## config.mk

```make
export PLATFORM = sky130hd
export DESIGN_NAME = pe_stream_feeder
export DESIGN_NICKNAME = d
export VERILOG_FILES = /design/src/rtl/pe_stream_feeder_pkg.sv /design/src/rtl/pe_stream_feeder_counter.sv /design/src/rtl/pe_stream_feeder.sv
export SDC_FILE = /design/constraint.sdc
export NUM_CORES = 1
export LEC_CHECK = 0
export BUFFER_PORTS_ARGS = -buffer_cell sky130_fd_sc_hd__buf_2
export CAP_MARGIN = 20
export CORE_MARGIN = 1.5
export CORE_UTILIZATION = 25
export CTS_BUF_LIST = sky130_fd_sc_hd__clkbuf_4 sky130_fd_sc_hd__clkbuf_8
export CTS_CLUSTER_DIAMETER = 150
export DETAILED_ROUTE_END_ITERATION = 7
export HOLD_SLACK_MARGIN = 0.05
export PLACE_DENSITY_LB_ADDON = 0.05
export SLEW_MARGIN = 0
export SYNTH_ARGS = -nofsm -noshare
export SYNTH_HDL_FRONTEND = slang
export SYNTH_SLANG_ARGS = --single-unit
```

## constraint.sdc

```tcl
create_clock -name clk_i -period 2.3 [get_ports clk_i]
set_input_delay 0.23 -clock clk_i [delete_from_list [all_inputs] [get_ports clk_i]]
set_output_delay 0.23 -clock clk_i [all_outputs]
set_load 0.005 [all_outputs]
```

## src/rtl/pe_stream_feeder_pkg.sv

```systemverilog
// Shared definitions for the PE column feeder: FSM state encoding and the
// width helpers that the PE array uses for its select and count ports.
package pe_stream_feeder_pkg;

  typedef logic [2:0] state_t;

  localparam state_t ST_IDLE   = 3'd0;
  localparam state_t ST_LOAD_W = 3'd1;
  localparam state_t ST_ARM    = 3'd2;
  localparam state_t ST_STREAM = 3'd3;
  localparam state_t ST_DRAIN  = 3'd4;
  localparam state_t ST_DONE   = 3'd5;

  // A single-entry filter still needs a 1-bit select port.
  function automatic int sel_width(input int n);
    return (n > 1) ? $clog2(n) : 1;
  endfunction

  function automatic int num_col_width(input int n);
    return $clog2(n + 1);
  endfunction

endpackage

```

## src/rtl/pe_stream_feeder_counter.sv

```systemverilog
// Loadable down-counter with a zero flag; holds at zero rather than wrapping.
module pe_feed_counter #(
  parameter int WIDTH = 8
) (
  input  logic             clk,
  input  logic             rst,
  input  logic             load,
  input  logic [WIDTH-1:0] load_value,
  input  logic             dec,
  output logic [WIDTH-1:0] count,
  output logic             zero
);

  // NOTE: sequential state is written with non-blocking assignments only, so
  // every flop samples the pre-edge value of every other flop.
  always_ff @(posedge clk or posedge rst) begin
    if (rst) begin
      count <= '0;
    end else if (load) begin
      count <= load_value;
    end else if (dec && (count != '0)) begin
      count <= count - 1'b1;
    end
  end

  assign zero = (count == '0);

endmodule

```

## src/rtl/pe_stream_feeder.sv

```systemverilog
// Drives one PE column: loads the sparse nonzero weights, arms the PE, then
// streams features and holds start_op through the drain of the filter window.
module pe_stream_feeder
  import pe_stream_feeder_pkg::*;
#(
  parameter int I_WIDTH       = 8,
  parameter int F_WIDTH       = 8,
  parameter int N             = 3,
  parameter int SEL_WIDTH     = sel_width(N),
  parameter int NUM_COL_WIDTH = num_col_width(N),
  parameter int CNT_WIDTH     = 16
) (
  input  logic                     clk_i,
  input  logic                     rst_i,
  input  logic                     cfg_valid_i,
  input  logic [NUM_COL_WIDTH-1:0] cfg_filter_size_i,
  input  logic [NUM_COL_WIDTH-1:0] cfg_row_num_i,
  input  logic [CNT_WIDTH-1:0]     cfg_num_feat_i,
  input  logic                     w_valid_i,
  output logic                     w_ready_o,
  input  logic [F_WIDTH-1:0]       w_data_i,
  input  logic [SEL_WIDTH-1:0]     w_col_i,
  input  logic                     w_last_i,
  input  logic                     feat_valid_i,
  output logic                     feat_ready_o,
  input  logic [I_WIDTH-1:0]       feat_data_i,
  output logic                     pe_load_o,
  output logic                     pe_ready_o,
  output logic                     pe_start_op_o,
  output logic [F_WIDTH-1:0]       pe_f_weight_o,
  output logic [SEL_WIDTH-1:0]     pe_f_sel_o,
  output logic [NUM_COL_WIDTH-1:0] pe_column_num_o,
  output logic [NUM_COL_WIDTH-1:0] pe_row_num_o,
  output logic [NUM_COL_WIDTH-1:0] pe_filter_size_o,
  output logic [I_WIDTH-1:0]       pe_in_feature_o,
  output logic                     busy_o,
  output logic                     done_o,
  output logic                     err_o
);

  localparam logic [NUM_COL_WIDTH-1:0] N_MAX = NUM_COL_WIDTH'(N);

  state_t                   state;
  logic [NUM_COL_WIDTH-1:0] entry_cnt;

  logic                     w_fire;
  logic                     w_keep;
  logic                     feat_fire;
  logic [CNT_WIDTH-1:0]     feat_count;
  logic                     feat_zero;
  logic [NUM_COL_WIDTH-1:0] drain_count;
  logic                     drain_zero;

  // Both ready outputs are flops, so they never depend on valid in the same cycle.
  assign w_fire    = w_valid_i && w_ready_o;
  assign w_keep    = w_fire && (NUM_COL_WIDTH'(w_col_i) < pe_filter_size_o);
  assign feat_fire = feat_valid_i && feat_ready_o;

  pe_feed_counter #(
    .WIDTH (CNT_WIDTH)
  ) u_feat_counter (
    .clk        (clk_i),
    .rst        (rst_i),
    .load       ((state == ST_IDLE) && cfg_valid_i),
    .load_value (cfg_num_feat_i),
    .dec        (feat_fire),
    .count      (feat_count),
    .zero       (feat_zero)
  );

  pe_feed_counter #(
    .WIDTH (NUM_COL_WIDTH)
  ) u_drain_counter (
    .clk        (clk_i),
    .rst        (rst_i),
    .load       (state == ST_ARM),
    .load_value (pe_filter_size_o),
    .dec        (state == ST_DRAIN),
    .count      (drain_count),
    .zero       (drain_zero)
  );

  always_ff @(posedge clk_i or posedge rst_i) begin
    if (rst_i) begin
      state            <= ST_IDLE;
      entry_cnt        <= '0;
      w_ready_o        <= 1'b0;
      feat_ready_o     <= 1'b0;
      pe_load_o        <= 1'b0;
      pe_ready_o       <= 1'b0;
      pe_start_op_o    <= 1'b0;
      pe_f_weight_o    <= '0;
      pe_f_sel_o       <= '0;
      pe_column_num_o  <= '0;
      pe_row_num_o     <= '0;
      pe_filter_size_o <= '0;
      pe_in_feature_o  <= '0;
      busy_o           <= 1'b0;
      done_o           <= 1'b0;
      err_o            <= 1'b0;
    end else begin
      pe_load_o  <= 1'b0;
      pe_ready_o <= 1'b0;
      done_o     <= 1'b0;

      case (state)
        ST_IDLE: begin
          if (cfg_valid_i) begin
            pe_filter_size_o <= cfg_filter_size_i;
            pe_row_num_o     <= cfg_row_num_i;
            entry_cnt        <= '0;
            err_o            <= 1'b0;
            w_ready_o        <= 1'b1;
            busy_o           <= 1'b1;
            state            <= ST_LOAD_W;
          end
        end

        ST_LOAD_W: begin
          if (w_fire) begin
            if (w_keep) begin
              pe_load_o     <= 1'b1;
              pe_f_weight_o <= w_data_i;
              pe_f_sel_o    <= w_col_i;
              entry_cnt     <= entry_cnt + 1'b1;
            end else begin
              err_o <= 1'b1;
            end
            // The N-th kept entry closes the load even without w_last.
            if (w_last_i || (w_keep && (entry_cnt == N_MAX - 1'b1))) begin
              w_ready_o <= 1'b0;
              state     <= ST_ARM;
            end
          end
        end

        ST_ARM: begin
          pe_column_num_o <= entry_cnt;
          pe_ready_o      <= 1'b1;
          pe_start_op_o   <= 1'b1;
          if (feat_zero) begin
            state <= ST_DRAIN;
          end else begin
            feat_ready_o <= 1'b1;
            state        <= ST_STREAM;
          end
        end

        ST_STREAM: begin
          if (feat_fire) begin
            pe_in_feature_o <= feat_data_i;
            if (feat_count == CNT_WIDTH'(1)) begin
              feat_ready_o <= 1'b0;
              state        <= ST_DRAIN;
            end
          end
        end

        ST_DRAIN: begin
          // Drain counter starts at filter_size; leaving on 1 gives filter_size cycles.
          if (drain_zero || (drain_count == NUM_COL_WIDTH'(1))) begin
            pe_start_op_o <= 1'b0;
            done_o        <= 1'b1;
            state         <= ST_DONE;
          end
        end

        ST_DONE: begin
          busy_o <= 1'b0;
          state  <= ST_IDLE;
        end

        default: begin
          state <= ST_IDLE;
        end
      endcase
    end
  end

endmodule
```

Word-level counts from Yosys, hierarchy flattened

Cells that the tools add are included.

Flip-flop bits (word level): 55
Bits in writable memories: 0
Input bits: 44
ROM bits: 0
Bits in latches: 0
Memories kept: 0
Output and inout port bits: 32

Reductions and logical operators: 30
Equal/unequal tests: 17
Mux-type cells: 37
Multipliers: 0
Magnitude comparators: 1
Add/sub/neg operators: 3
Divide/modulo/power cells: 0
Bitwise gates (word level): 0
Shift-type cells: 0

Operator list:

| operator              | number |
|---|---|
| $mux 16               | 2 |
| $mux 3                | 7 |
| $eq 16x1->1 const B   | 1 |
| $logic_not 16->1      | 1 |
| $mux 1                | 16 |
| $ne 2x2->1 const B    | 8 |
| $reduce_and 4->1      | 4 |
| $reduce_bool 16->1    | 1 |
| $sub 16x1->16 const B | 1 |
| $pmux 3 s5            | 1 |
| $reduce_bool 2->1     | 7 |
| $mux 2                | 5 |
| $pmux 1 s2            | 5 |
| $reduce_and 2->1      | 4 |
| $logic_and 1x1->1     | 7 |
| $eq 3x2->1 const B    | 2 |
| $eq 3x3->1 const B    | 2 |
| $reduce_and 6->1      | 1 |
| $pmux 2 s2            | 1 |
| $eq 3x1->1 const B    | 1 |
| $logic_not 3->1       | 1 |
| $reduce_and 3->1      | 1 |
| $add 2x1->2 const B   | 1 |
| $eq 2x1->1 const B    | 1 |
| 6 further kinds       | 7 |

Depth between registers and ports, before layout

Depth after elaboration: 7
Depth in mapped cells: 8
Gate-level depth less buffers: 7

Modules after synthesis

A second synthesis with hierarchy kept.

Cells, all modules: 266
Area total of the unflattened synthesis: 2806.4 um2

By module, submodules not included:

| module                            | area each (um2) | seq. area each (um2) | cells an instance | instances |
|---|---|---|---|---|
| pe_stream_feeder                  | 1636.6          | 925.9                | 131               | 1 |
| pe_feed_counter (u_feat_counter)  | 1034.7          | 400.4                | 122               | 1 |
| pe_feed_counter (u_drain_counter) | 135.1           | 50.0                 | 13                | 1 |

Least setup slack after synthesis

Ideal clock, no wire load.

Path kind: register to register
Start point: reg u_feat_counter.count[5]
End point: reg state[1]
Setup time: 0.128 ns
Path buffers: 0
Setup slack: 0.218 ns
Cell stages (with the launch flop): 6
Required time: 2.172 ns
Data arrival time: 1.954 ns
Path through: dfrtp_1 -> or4_4 -> nor4_4 -> a21oi_2 -> nor4_4 -> mux2_1

Cells in the longest elaborated chain, start to end: 3
Elaborated cells on any way between the ends: 6

RTL lines:

| item                                                     | RTL line                                                | source |
|---|---|---|
| from (decl)                                              | pe_stream_feeder_counter.sv:10                          | `output logic [WIDTH-1:0] count,` |
| from (signal assigned)                                   | pe_stream_feeder_counter.sv:20                          | `count <= load_value;` |
| from (signal assigned)                                   | pe_stream_feeder_counter.sv:22                          | `count <= count - 1'b1;` |
| $eq 16x1->1 or $logic_not 16->1 (tied branches)          | pe_stream_feeder.sv:152, pe_stream_feeder_counter.sv:26 |  |
| $ne 2x2->1 (no line) or $mux 3 (tied branches)           | n/a                                                     |  |
| $reduce_and 6->1 (no line) or $pmux 3 s5 (tied branches) | n/a                                                     |  |
| to (signal assigned)                                     | pe_stream_feeder.sv:154                                 | `state <= ST_DRAIN;` |
| to (signal assigned)                                     | pe_stream_feeder.sv:164                                 | `state <= ST_DONE;` |
| to (signal assigned)                                     | pe_stream_feeder.sv:170                                 | `state <= ST_IDLE;` |
| to (decl)                                                | pe_stream_feeder.sv:43                                  | `state_t state;` |

Several ways; a longest one is shown, not always the timed one.
A chain may end at the register's enable or synchronous reset.

Worst setup path after layout

Start point: reg u_feat_counter.count[6]
End point: reg state[1]

Same word-level chain as after synthesis.

==> out/metrics.csv <==
stage,metric,value,unit
synth,synth.most_common_cell,nand2_1,
sta,timing.fmax,468,MHz
grt,grt_pass1_vias,2433,
routing,avgViaCountPerCell,4.57,
worst_hold_path,min_from,w_data_i[2],
cells_and_area,final_cells,518,
grt,track_usage,0.138,
sta,period_minus_slack,2140,ps
sta,finalWorstSetupSlack,164,ps
clock_tree,cts_root_buf,clkbuf_8,
synth,synth_edf_count,0,
worst_hold_path,hold_path.class,input pin to flip-flop,
synth,synthTopCellsByArea,"dfrtp_1 (51%), nand2_1 (10%), o21ai_0 (4.2%)",
cells_and_area,drive_above_1_share,0.309,
outcome,outcome,completed,
worst_hold_path,min_to,pe_f_weight_o[2],
power,p_leak,1.74,nW
placement,io_buffers,75,
sta,setup_viol,0,
worst_setup_path,cp_max_fo,5,
synth,syn-num-nets,343,
sta,period_share,0.929,
grt,gr-total-overflow,0,
worst_setup_path,r2r_cells,5,
clock_tree,h-tree-depth,2,
synth,async_flop_share,1.00,
grt,grt_pass1_wl,12.4,mm
routing,drc_errors,0,
sta,rsz0062_at_grt,no,
clock_tree,clk_latency,320,ps
synth,yosys.area.top_type,dfrtp_1,
worst_setup_path,startpoint_type,flip-flop,
routing,drtPass1Iterations,4,
grt,grt_start_max_net_pins,28,
synth,synth_ff_type,dfrtp_1,
grt,antenna_found_initial,0,
routing,routed_wl,7.29,mm
cells_and_area,nNetsFinal,431,
sta,clock_skew,16.4,ps
synth,postSynthAreaPerCell,9.26,sq um
worst_setup_path,critPathSlowestCell,or4_4,
clock_tree,clockBufferDepth,2,
synth,synth_top_area_frac,0.507,
synth,yosysWarnings,0,
placement,place_ws,176,ps
synth,netlist_area,2710,sq um
synth,ys_types,44,
worst_setup_path,arrival,2350,ps
worst_setup_path,r2r_slack,160,ps
worst_setup_path,crit_chain,"or4_4, nor4_4, a21oi_2, nor4_4, mux2_1",
synth,synth.ff_latch_count,55,
placement,dpl.hpwl,5.33,mm
worst_setup_path,r2r_end,state[1],
power,total_power,2.40,mW
clock_tree,clkSlewWorstSetupHoldPaths,110,ps
power,p_per_area,697,nW/um^2
worst_hold_path,holdPathStages,3,
placement,dp_cells,509,
clock_tree,cts_resized,0,
sta,slew_headroom,0.608,
routing,via_count,2366,
die,num_rows,37,
routing,avgRoutedWirePerCell,14.1,um
die,core,10400,sq um
sta,tightest_slew,587,ps
sta,hold_viol,0,
worst_setup_path,path_class,flip-flop to flip-flop,
die,start_util,0.261,
placement,place_congestion,0.720,
cells_and_area,num_antenna_cells,0,
die,die_area,11500,sq um
routing,drt_iter0_markers,53,
cells_and_area,area_growth,27.0,%
worst_setup_path,critical_path_required,2510,ps
die,io_pins,76,
die,fp.dieH,107,um
job,cap_violations,0,
worst_setup_path,crit_top_cell,nor4_4,
worst_setup_path,reg2reg_from,u_feat_counter.count[6],
worst_setup_path,max_stage_delay,570,ps
synth,synthCells,293,
routing,ant_nets,0,
clock_tree,clock-sinks,55,
worst_setup_path,endpoint_kind,flip-flop,
clock_tree,cts_tree,yes,
synth,ys_seq_area_frac,0.507,
die,fp.dieW,107,um
clock_tree,cts_made_buffers,5,
sta,tns,0,ps
synth,synthTopCellsByCount,"nand2_1 (72), dfrtp_1 (55), o21ai_0 (23), nor2_1 (18), inv_1 (14)",
power,peakVddDrop,0.256,mV
sta,drv_slew,0,
==> registers in the layout, indices dropped and copies added, names as in the netlist <==
signal and flops:
pe_f_sel_o 2, pe_ready_o 1, feat_ready_o 1, u_drain_counter.count 2, pe_row_num_o 2, pe_in_feature_o 8
u_feat_counter.count 16, busy_o 1, state 3, err_o 1, pe_filter_size_o 2, entry_cnt 2
pe_f_weight_o 8, pe_load_o 1, w_ready_o 1, pe_start_op_o 1, pe_column_num_o 2, done_o 1
==> cell type report <==
class                      count  area [sq um]
multi-input combinational    215          1260
clock inverter                 2          16.3
sequential                    55          1380
timing repair buffer          90           490
tap                          136           170
clock buffer                   6          82.6
fill                        1140          6970
inverter                      14          52.6
==> routing by layer <==
layer,share of wire,GRT usage
met2,0.42,0.206
met5,0,0
met4,0.011,0.0371
met3,0.068,0.0419
met1,0.50,0.192
==> worst max-delay path, delay by kind of cell, from the launching register on <==
| family | cells | cell delay (ps) |
|---|---|---|
| muxes | 1 | 350 |
| AOI/OAI and AO/OA | 1 | 110 |
| DFF | 1 | 430 |
| and+or+nand+nor | 3 | 1130 |
==> how the worst max path moves through the flow <==
stage	from	slack [ps]	depth (start not counted)	to
after floorplan	u_feat_counter.count[5]	220	5	state[1]
after global placement	u_feat_counter.count[6]	200	5	state[1]
after detailed placement	u_feat_counter.count[6]	180	5	state[1]
after CTS	u_feat_counter.count[6]	160	5	state[1]
after global routing	u_feat_counter.count[1]	4	7	u_feat_counter.count[6]
final	u_feat_counter.count[6]	160	5	state[1]
==> metrics by stage <==
stage               instance area [sq um]  hold WS, ps   util
finish                               3450         87.7  0.331
detailed placement                   3340          138  0.320
floorplan                            2710          327      -
global placement                     3340          136  0.320
CTS                                  3450         78.7  0.331
global route                         3450         86.3  0.331
==> logic make-up (layout without fill, tap and decap cells) <==
| logic type | count (synthesis) | in the layout | synth area share |
|---|---|---|---|
| muxes | 13 | 13 | 0.0530 |
| AOI/OAI and AO/OA | 56 | 56 | 0.121 |
| and+or+nand+nor | 134 | 134 | 0.240 |
| buffers and inverters | 23 | 112 | 0.0318 |
| DFF | 55 | 55 | 0.507 |
| adders and majority gates | 6 | 6 | 0.0277 |
| xor gates and xnor gates | 6 | 6 | 0.0194 |
==> cell usage in the layout, fill, tap and decap left out, drive strengths merged, types with 3 or more instances in the layout <==
cell type and n:
buf 89, nand2 72, dfrtp 55, o21ai 23, nor2 19, inv 14, a21oi 14, mux2 11
nand3 9, nor4 7, a31oi 6, ha 6, clkbuf 6, nor3 5, nand2b 4, nand3b 3
xnor2 3, xor2 3
==> report_power, final <==
group	internal, mW	switching, mW	leakage [nW]
sequential	1.10	0.142	0.717
combinational	0.264	0.302	0.978
clock	0.247	0.348	0.0474
total	1.61	0.792	1.74
==> what timing repair did <==
action                                 4_1_cts  5_1_grt
hold buffers                                 1        0
endpoints found under the hold margin        6        0
buffers inserted                             0        0
Note: power is estimated with default switching activity, not from simulation.
